==> src/rtl/access_sequencer.sv <==
// Processor-side request generator: walks an address pattern into the cache, gathers hit/miss/latency stats.
// Optional ACCESS_SEQ_LFSR_EN enables the pseudo-random pattern in mode 2 (otherwise mode 2 == mode 0).
module access_sequencer #(
  parameter int CNT_W   = 8,
  parameter int TIMEOUT = 64
) (
  input  logic             clock,
  input  logic             reset,
  input  logic             start,
  input  logic [1:0]       mode,
  input  logic [8:0]       base_addr,
  input  logic [CNT_W-1:0] count,
  input  logic             hit,
  output logic [8:0]       p_address,
  output logic             req,
  output logic             busy,
  output logic             done,
  output logic             timeout_err,
  output logic [CNT_W-1:0] hit_count,
  output logic [CNT_W-1:0] miss_count,
  output logic [CNT_W-1:0] max_latency
);

  // state | meaning
  // IDLE  | no run since reset; outputs quiet, waiting for start
  // ISSUE | present p_address for one cycle, arm wait timer
  // WAIT  | sample hit each cycle until hit or timer terminal count
  // DONE  | run finished or aborted; done held until next start

  typedef enum logic [1:0] {IDLE, ISSUE, WAIT, DONE} state_t;

  localparam int TMR_W = $clog2(TIMEOUT + 1);
  localparam logic [CNT_W-1:0] CNT_MAX = '1;

  state_t            state, state_nxt;
  logic [1:0]        mode_q;
  logic [CNT_W-1:0]  remaining;
  logic [TMR_W-1:0]  wait_tmr;
  logic              first_sample;
  logic              accept, access_ok, access_to;
  logic [8:0]        next_addr, start_addr;
  logic [31:0]       lat_raw;
  logic [CNT_W-1:0]  lat_sat;

  always_ff @(posedge clock) begin
    if (reset) state <= IDLE;
    else       state <= state_nxt;
  end

  always_comb begin
    state_nxt = state;
    accept    = 1'b0;
    access_ok = 1'b0;
    access_to = 1'b0;
    case (state)
      IDLE, DONE: begin
        if (start) begin
          accept    = 1'b1;
          state_nxt = ISSUE;
        end
      end
      ISSUE: state_nxt = WAIT;
      WAIT: begin
        if (hit) begin
          access_ok = 1'b1;
          state_nxt = (remaining == CNT_W'(1)) ? DONE : ISSUE;
        end else if (wait_tmr == '0) begin
          access_to = 1'b1;
          state_nxt = DONE;
        end
      end
      default: state_nxt = IDLE;
    endcase
  end

  assign req  = (state == ISSUE) || (state == WAIT);
  assign busy = req;

  // Timer counts down from TIMEOUT, so elapsed wait is its distance from the load value.
  assign lat_raw = 32'(TIMEOUT) - 32'(wait_tmr);
  assign lat_sat = (lat_raw > 32'(CNT_MAX)) ? CNT_MAX : lat_raw[CNT_W-1:0];

  always_comb begin
    next_addr = p_address + 9'd1;
    case (mode_q)
      2'd1: next_addr = p_address + 9'd4;
`ifdef ACCESS_SEQ_LFSR_EN
      2'd2: next_addr = {p_address[7:0], p_address[8] ^ p_address[4]};
`endif
      2'd3: next_addr = p_address;
      default: ;
    endcase
  end

  always_comb begin
    start_addr = base_addr;
`ifdef ACCESS_SEQ_LFSR_EN
    // An all-zero LFSR would lock up.
    if (mode == 2'd2 && base_addr == 9'd0) start_addr = 9'h1FF;
`endif
  end

  always_ff @(posedge clock) begin
    if (reset) begin
      mode_q       <= 2'd0;
      remaining    <= '0;
      wait_tmr     <= '0;
      first_sample <= 1'b0;
      p_address    <= 9'd0;
      done         <= 1'b0;
      timeout_err  <= 1'b0;
      hit_count    <= '0;
      miss_count   <= '0;
      max_latency  <= '0;
    end else begin
      case (state)
        IDLE, DONE: begin
          if (accept) begin
            mode_q      <= mode;
            remaining   <= count;
            p_address   <= start_addr;
            done        <= 1'b0;
            timeout_err <= 1'b0;
            hit_count   <= '0;
            miss_count  <= '0;
            max_latency <= '0;
          end
        end
        ISSUE: begin
          wait_tmr     <= TMR_W'(TIMEOUT);
          first_sample <= 1'b1;
        end
        WAIT: begin
          first_sample <= 1'b0;
          if (first_sample) begin
            if (hit) begin
              if (hit_count != CNT_MAX) hit_count <= hit_count + CNT_W'(1);
            end else begin
              if (miss_count != CNT_MAX) miss_count <= miss_count + CNT_W'(1);
            end
          end
          if (access_ok) begin
            if (lat_sat > max_latency) max_latency <= lat_sat;
            remaining <= remaining - CNT_W'(1);
            if (state_nxt == DONE) done <= 1'b1;
            else                   p_address <= next_addr;
          end else if (access_to) begin
            timeout_err <= 1'b1;
            done        <= 1'b1;
          end else begin
            wait_tmr <= wait_tmr - TMR_W'(1);
          end
        end
        default: ;
      endcase
    end
  end

endmodule

==> config.mk <==
export PLATFORM = sky130hd
export DESIGN_NAME = access_sequencer
export DESIGN_NICKNAME = d
export VERILOG_FILES = /design/src/rtl/access_sequencer.sv
export SDC_FILE = /design/constraint.sdc
export NUM_CORES = 1
export LEC_CHECK = 0
export CORE_MARGIN = 2
export CORE_UTILIZATION = 30
export CTS_CLUSTER_DIAMETER = 50
export CTS_CLUSTER_SIZE = 14
export DETAILED_ROUTE_END_ITERATION = 8
export GPL_ROUTABILITY_DRIVEN = 0
export SLEW_MARGIN = 0
export SYNTH_ARGS = -nofsm -noshare
export SYNTH_HDL_FRONTEND = slang
export SYNTH_SLANG_ARGS = --single-unit
export TNS_END_PERCENT = 30
==> constraint.sdc <==
create_clock -name clock -period 3.2 [get_ports clock]
set_clock_uncertainty 0.1 [all_clocks]
set_input_delay 0.64 -clock clock [delete_from_list [all_inputs] [get_ports clock]]
set_output_delay 0.64 -clock clock [all_outputs]
set_load 0.02 [all_outputs]
Word-level counts from Yosys, hierarchy flattened
Cells that the tools add are included.
Widths: inputs -> output; s select.
- add/subtract/negate cells: 7
- order comparisons: 2
- equality and inequality tests: 24
- mux-type cells: 44
- reductions and logical operators: 15
- operator list (kind ; count):
    $mux 8 ; 12
    $pmux 8 s2 ; 4
    $pmux 9 s2 ; 2
    $gt 32x8->1 const B ; 1
    $mux 9 ; 3
    $ne 2x2->1 const B ; 10
    $add 8x1->8 const B ; 2
    $ne 8x8->1 const B ; 2
    $reduce_and 5->1 ; 3
    $mux 7 ; 2
    $pmux 7 s2 ; 1
    $mux 1 ; 12
    $reduce_and 4->1 ; 3
    $add 9x1->9 const B ; 1
    $add 9x3->9 const B ; 1
    $eq 2x2->1 const B ; 4
    $eq 8x1->1 const B ; 1
    $gt 8x8->1 ; 1
    $mux 2 ; 4
    $sub 7x7->8 const A ; 1
    $sub 8x1->8 const B ; 1
    $logic_not 7->1 ; 1
    $sub 7x1->7 const B ; 1
    $ne 2x1->1 const B ; 3
    11 further kinds ; 16
- bits in registers: 55
- input port bits: 23
- output and inout port bits: 37
- word-level logic and storage cells: 103

Logic depth before layout (Yosys ltp)
- depth in word-level cells: 8
- depth in mapped cells: 13
- mapped depth without buffers: 12

Least setup slack after synthesis
No wires, ideal clock.
- path kind: register to register
- from: register wait_tmr[0]
- to: register max_latency[0]
- library setup time: 0.124 ns
- arrival: 2.327 ns
- required time: 2.976 ns
- path slack: 0.649 ns
- cell stages (with the launch flop): 13
- period minus slack after synthesis: 2.551 ns
- cell sequence: dfxtp_1 inv_1 ha_1 nand2_1 or3_1 mux2_2 ha_1 nor2b_1 o21ai_0 nand3b_1 o21a_1 buf_2 mux2i_1
- cells in the longest elaborated chain, start to end: 6
- elaborated cells between the ends (all ways): 9
- classes of those cells: add/sub (1); order compare (2); eq/ne (1); mux (4); reduce/logical (1)
- RTL lines (item ; line ; source):
    from (decl) ; 38 ; logic [TMR_W-1:0] wait_tmr;
    from (signal assigned) ; 130 ; wait_tmr <= TMR_W'(TIMEOUT);
    from (signal assigned) ; 151 ; wait_tmr <= wait_tmr - TMR_W'(1);
    $sub 7x7->8 (*) ; 80 ; assign lat_raw = 32'(TIMEOUT) - 32'(wait_tmr);
    $gt 32x8->1 ; 81 ; assign lat_sat = (lat_raw > 32'(CNT_MAX)) ? CNT_MAX : lat_raw[CNT_W-1:0];
    $mux 8 (*) ; 81 ;
    $gt 8x8->1 or $mux 8 (tied branches) ; 143 ; if (lat_sat > max_latency) max_latency <= lat_sat;
    $ne 2x1->1 (no line) or $mux 8 (tied branches) ; - ;
    $reduce_and 4->1 (no line) or $pmux 8 s2 (tied branches) ; - ;
    to (signal assigned) ; 143 ;
    to (decl) ; 21 ; output logic [CNT_W-1:0] max_latency
Every way passes the cells marked *; elsewhere a longest branch is shown, timed or not. The select of a mux whose other input is x is not followed.
A chain may end at the register's enable or synchronous reset.

Worst setup path in the final report
- from: register wait_tmr[0]
- to: register max_latency[7]
Same word-level chain as after synthesis.

==> out/metrics.cfg <==
[power]
powerDensity_mw_per_mm2 = 743.8
power.total_mw = 3.104
p_leak_nw = 1.522
vdd_drop_max_uv = 412.9

[cells_and_area]
antenna_cells = 0
area_growth_pct = 26.13
stdcell_count = 607
drive_above_1_share = 0.07495
fin_nets = 507
stdcell_area_mm2 = 0.004173
fillers = 1124

[global_routing]
met2_usage = 0.2422
overflow = 0
grt_start_max_net_pins = 22
met1_usage = 0.2008
grt_pass1_vias = 2955
antenna_found_initial = 0
grt_most_used_layer = met2
grt_first_pass_wirelength_um = 14330
grtUsageMet3 = 0.02630
grt_use_total = 0.1476

[synthesis]
syn_avg_cell_area_um2 = 8.069
yosysTopAreaCell = dfxtp_1
synth.yosys.seq_area_share = 0.3328
yosys-top-cells-area = dfxtp_1 (33%), ha_1 (6.8%), nor2_1 (5.8%), nand2_1 (4.9%), mux2i_1 (3.9%)
ys_ff_latch = 55
synth_edf_count = 0
synth_nets = 451
synth_top_cell_area_share = 0.3328
postSynthCellCount = 410
async_flop_share = 0
yosysWarnings = 0
ys_types = 63
syn-cell-area_mm2 = 0.003308
synthFlopType = dfxtp_1

[timing]
finalCritPeriodShare = 0.8979
worst_slew_pin_slew_ps = 735.4
drv_slew = 0
relSlewSlack = 0.5088
hold_violations = 0
clock.fmax_mhz = 348.0
setup_violations = 0
finalSetupTns_ps = 0
fin_crit_ps = 2873
rsz0062_at_grt = no
hold_ws_ps = 367.2

[critical_path]
setup.worst_path.start_class = register
cp_max_fo = 8
r2r_end = max_latency[7]$_SDFFE_PP0P_
crit_type = register to register
end_kind = register
r2r_start = wait_tmr[0]$_SDFFE_PP0P_
reg2reg_slack_ps = 330
r2r_cells = 11
crit_arrival_ps = 2970
worstPathRequired_ps = 3290

[floorplan]
die_width_um = 109.0
start_util = 0.3065
row_count = 38
die_h_um = 109.0
dieArea_mm2 = 0.01188
io_pins = 60
core_mm2 = 0.01079

[hold_path]
min_path_cells = 2
hold_path.class = register to register
min_from = done$_SDFFE_PP0P_
worst_hold_path.endpoint = done$_SDFFE_PP0P_

[clocking]
cts_tree = done
clockRootBuffer = clkbuf_8
insertion_delay_ps = 310
clk_pin_slew_ps = 110
cts_inserted_buffers = 5
clk_path_buf_depth = 2
cts_htree_levels = 2
clkSinkCount = 55
hold_buffers = 0

[placed_design]
dp.final_hpwl_um = 6241
port_buffers = 59
dp_cells = 599
place_area_mm2 = 0.004051

[outcome]
status = finished, final reports clean

[drt]
wl_per_cell_um = 13.86
vias = 3050
drt_iter0_markers = 152
drc = 0
first_pass_iters = 5
viasPerCell = 5.025
drt_wl_total_um = 8413
antenna_left = 0

[job]
max_cap_violations = 0

==> metrics by stage <==
stage	worst slack, ps	utilization
after floorplan	648.8	-
after detailed placement	179.8	0.3754
after CTS	190.8	0.3866
after global placement	241.0	0.3754
final	326.8	0.3866
after global routing	15.91	0.3866
==> cell type report <==
type	count	area, um^2	share of cell area
multi-input combinational	315	2042	0.4894
inverter	22	82.58	0.01979
clock inverter	2	38.79	0.009295
sequential	55	1101	0.2639
tap	140	175.2	0.04198
clock buffer	6	82.58	0.01979
timing repair buffer	67	650.6	0.1559
==> critical path: stages (launching register included) <==
cell	delay (ps)
dfxtp_1	370
inv_1	110
ha_1	230
nand2_1	90
or3_1	350
mux2_2	300
ha_1	290
nor2b_1	130
o21ai_0	160
nand3b_1	90
o21a_1	350
mux2i_1	190
==> where the power goes <==
| group | switching (mW) | total [mW] | internal [mW] | leakage (nW) |
|---|---|---|---|---|
| combinational | 0.906 | 1.60 | 0.690 | 1.01 |
| sequential | 0.179 | 1.00 | 0.825 | 0.448 |
| clock | 0.245 | 0.503 | 0.258 | 0.0618 |
| total | 1.33 | 3.10 | 1.77 | 1.52 |
==> placed cells by master (no fill, tap or decap), types with 6 or more instances in the layout <==
cell	netlist	layout
clkdlybuf4s50_1	0	59
dfxtp_1	55	55
nor2_1	51	51
nand2_1	43	43
a21oi_1	23	23
inv_1	22	22
ha_1	18	18
o21ai_0	17	16
nor3_1	13	13
mux2i_1	13	13
nand2b_1	12	12
a22oi_1	9	9
nor2b_1	8	8
xor2_1	8	8
buf_4	3	8
nand3_1	7	7
xnor2_1	7	7
nand4_1	6	6
clkbuf_8	0	6
==> worst max path at each step <==
stage                                  start                           to  slack (ps)
floorplan           wait_tmr[0]$_SDFFE_PP0P_  max_latency[0]$_SDFFE_PP0P_         650
global placement                         hit    p_address[2]$_SDFFE_PP0P_         240
detailed placement                       hit    p_address[2]$_SDFFE_PP0P_         180
CTS                 wait_tmr[2]$_SDFFE_PP0P_  max_latency[7]$_SDFFE_PP0P_         190
global route        wait_tmr[2]$_SDFFE_PP0P_  max_latency[4]$_SDFFE_PP0P_          20
finish              wait_tmr[0]$_SDFFE_PP0P_  max_latency[7]$_SDFFE_PP0P_         330
==> flip-flops by register name (all words and copies together) (netlist names) <==
name          count
remaining         8
miss_count        8
max_latency       8
hit_count         8
timeout_err       1
p_address         9
done              1
mode_q            2
state             2
first_sample      1
wait_tmr          7
==> per-layer routing <==
layer | vias to the layer above | wire length (um)
li1 | 1563 | -
met4 | 0 | 85
met2 | 59 | 4050
met5 | - | 0
met1 | 1419 | 3961
met3 | 9 | 316
==> timing repair <==
action	CTS	global route
setup endpoints to repair	0	8
gates resized for setup	0	1
setup buffers	0	0
==> synth_stat cells (8+ instances only) <==
cell / number
o21ai_0: 17
nand2b_1: 12
nor2_1: 51
a21oi_1: 23
ha_1: 18
inv_1: 22
a22oi_1: 9
nand2_1: 43
mux2i_1: 13
nor3_1: 13
nor2b_1: 8
clkbuf_1: 9
xor2_1: 8
dfxtp_1: 55
==> logic make-up after synthesis <==
group           Yosys count  share of synthesized area
simple gates            174                     0.2670
compound gates           91                     0.1895
flops                    55                     0.3328
buf+inv                  40                    0.04992
fa+ha+maj                18                    0.06808
mux                      17                    0.05295
xor+xnor                 15                    0.03971
(Power assumes the default switching activity.)
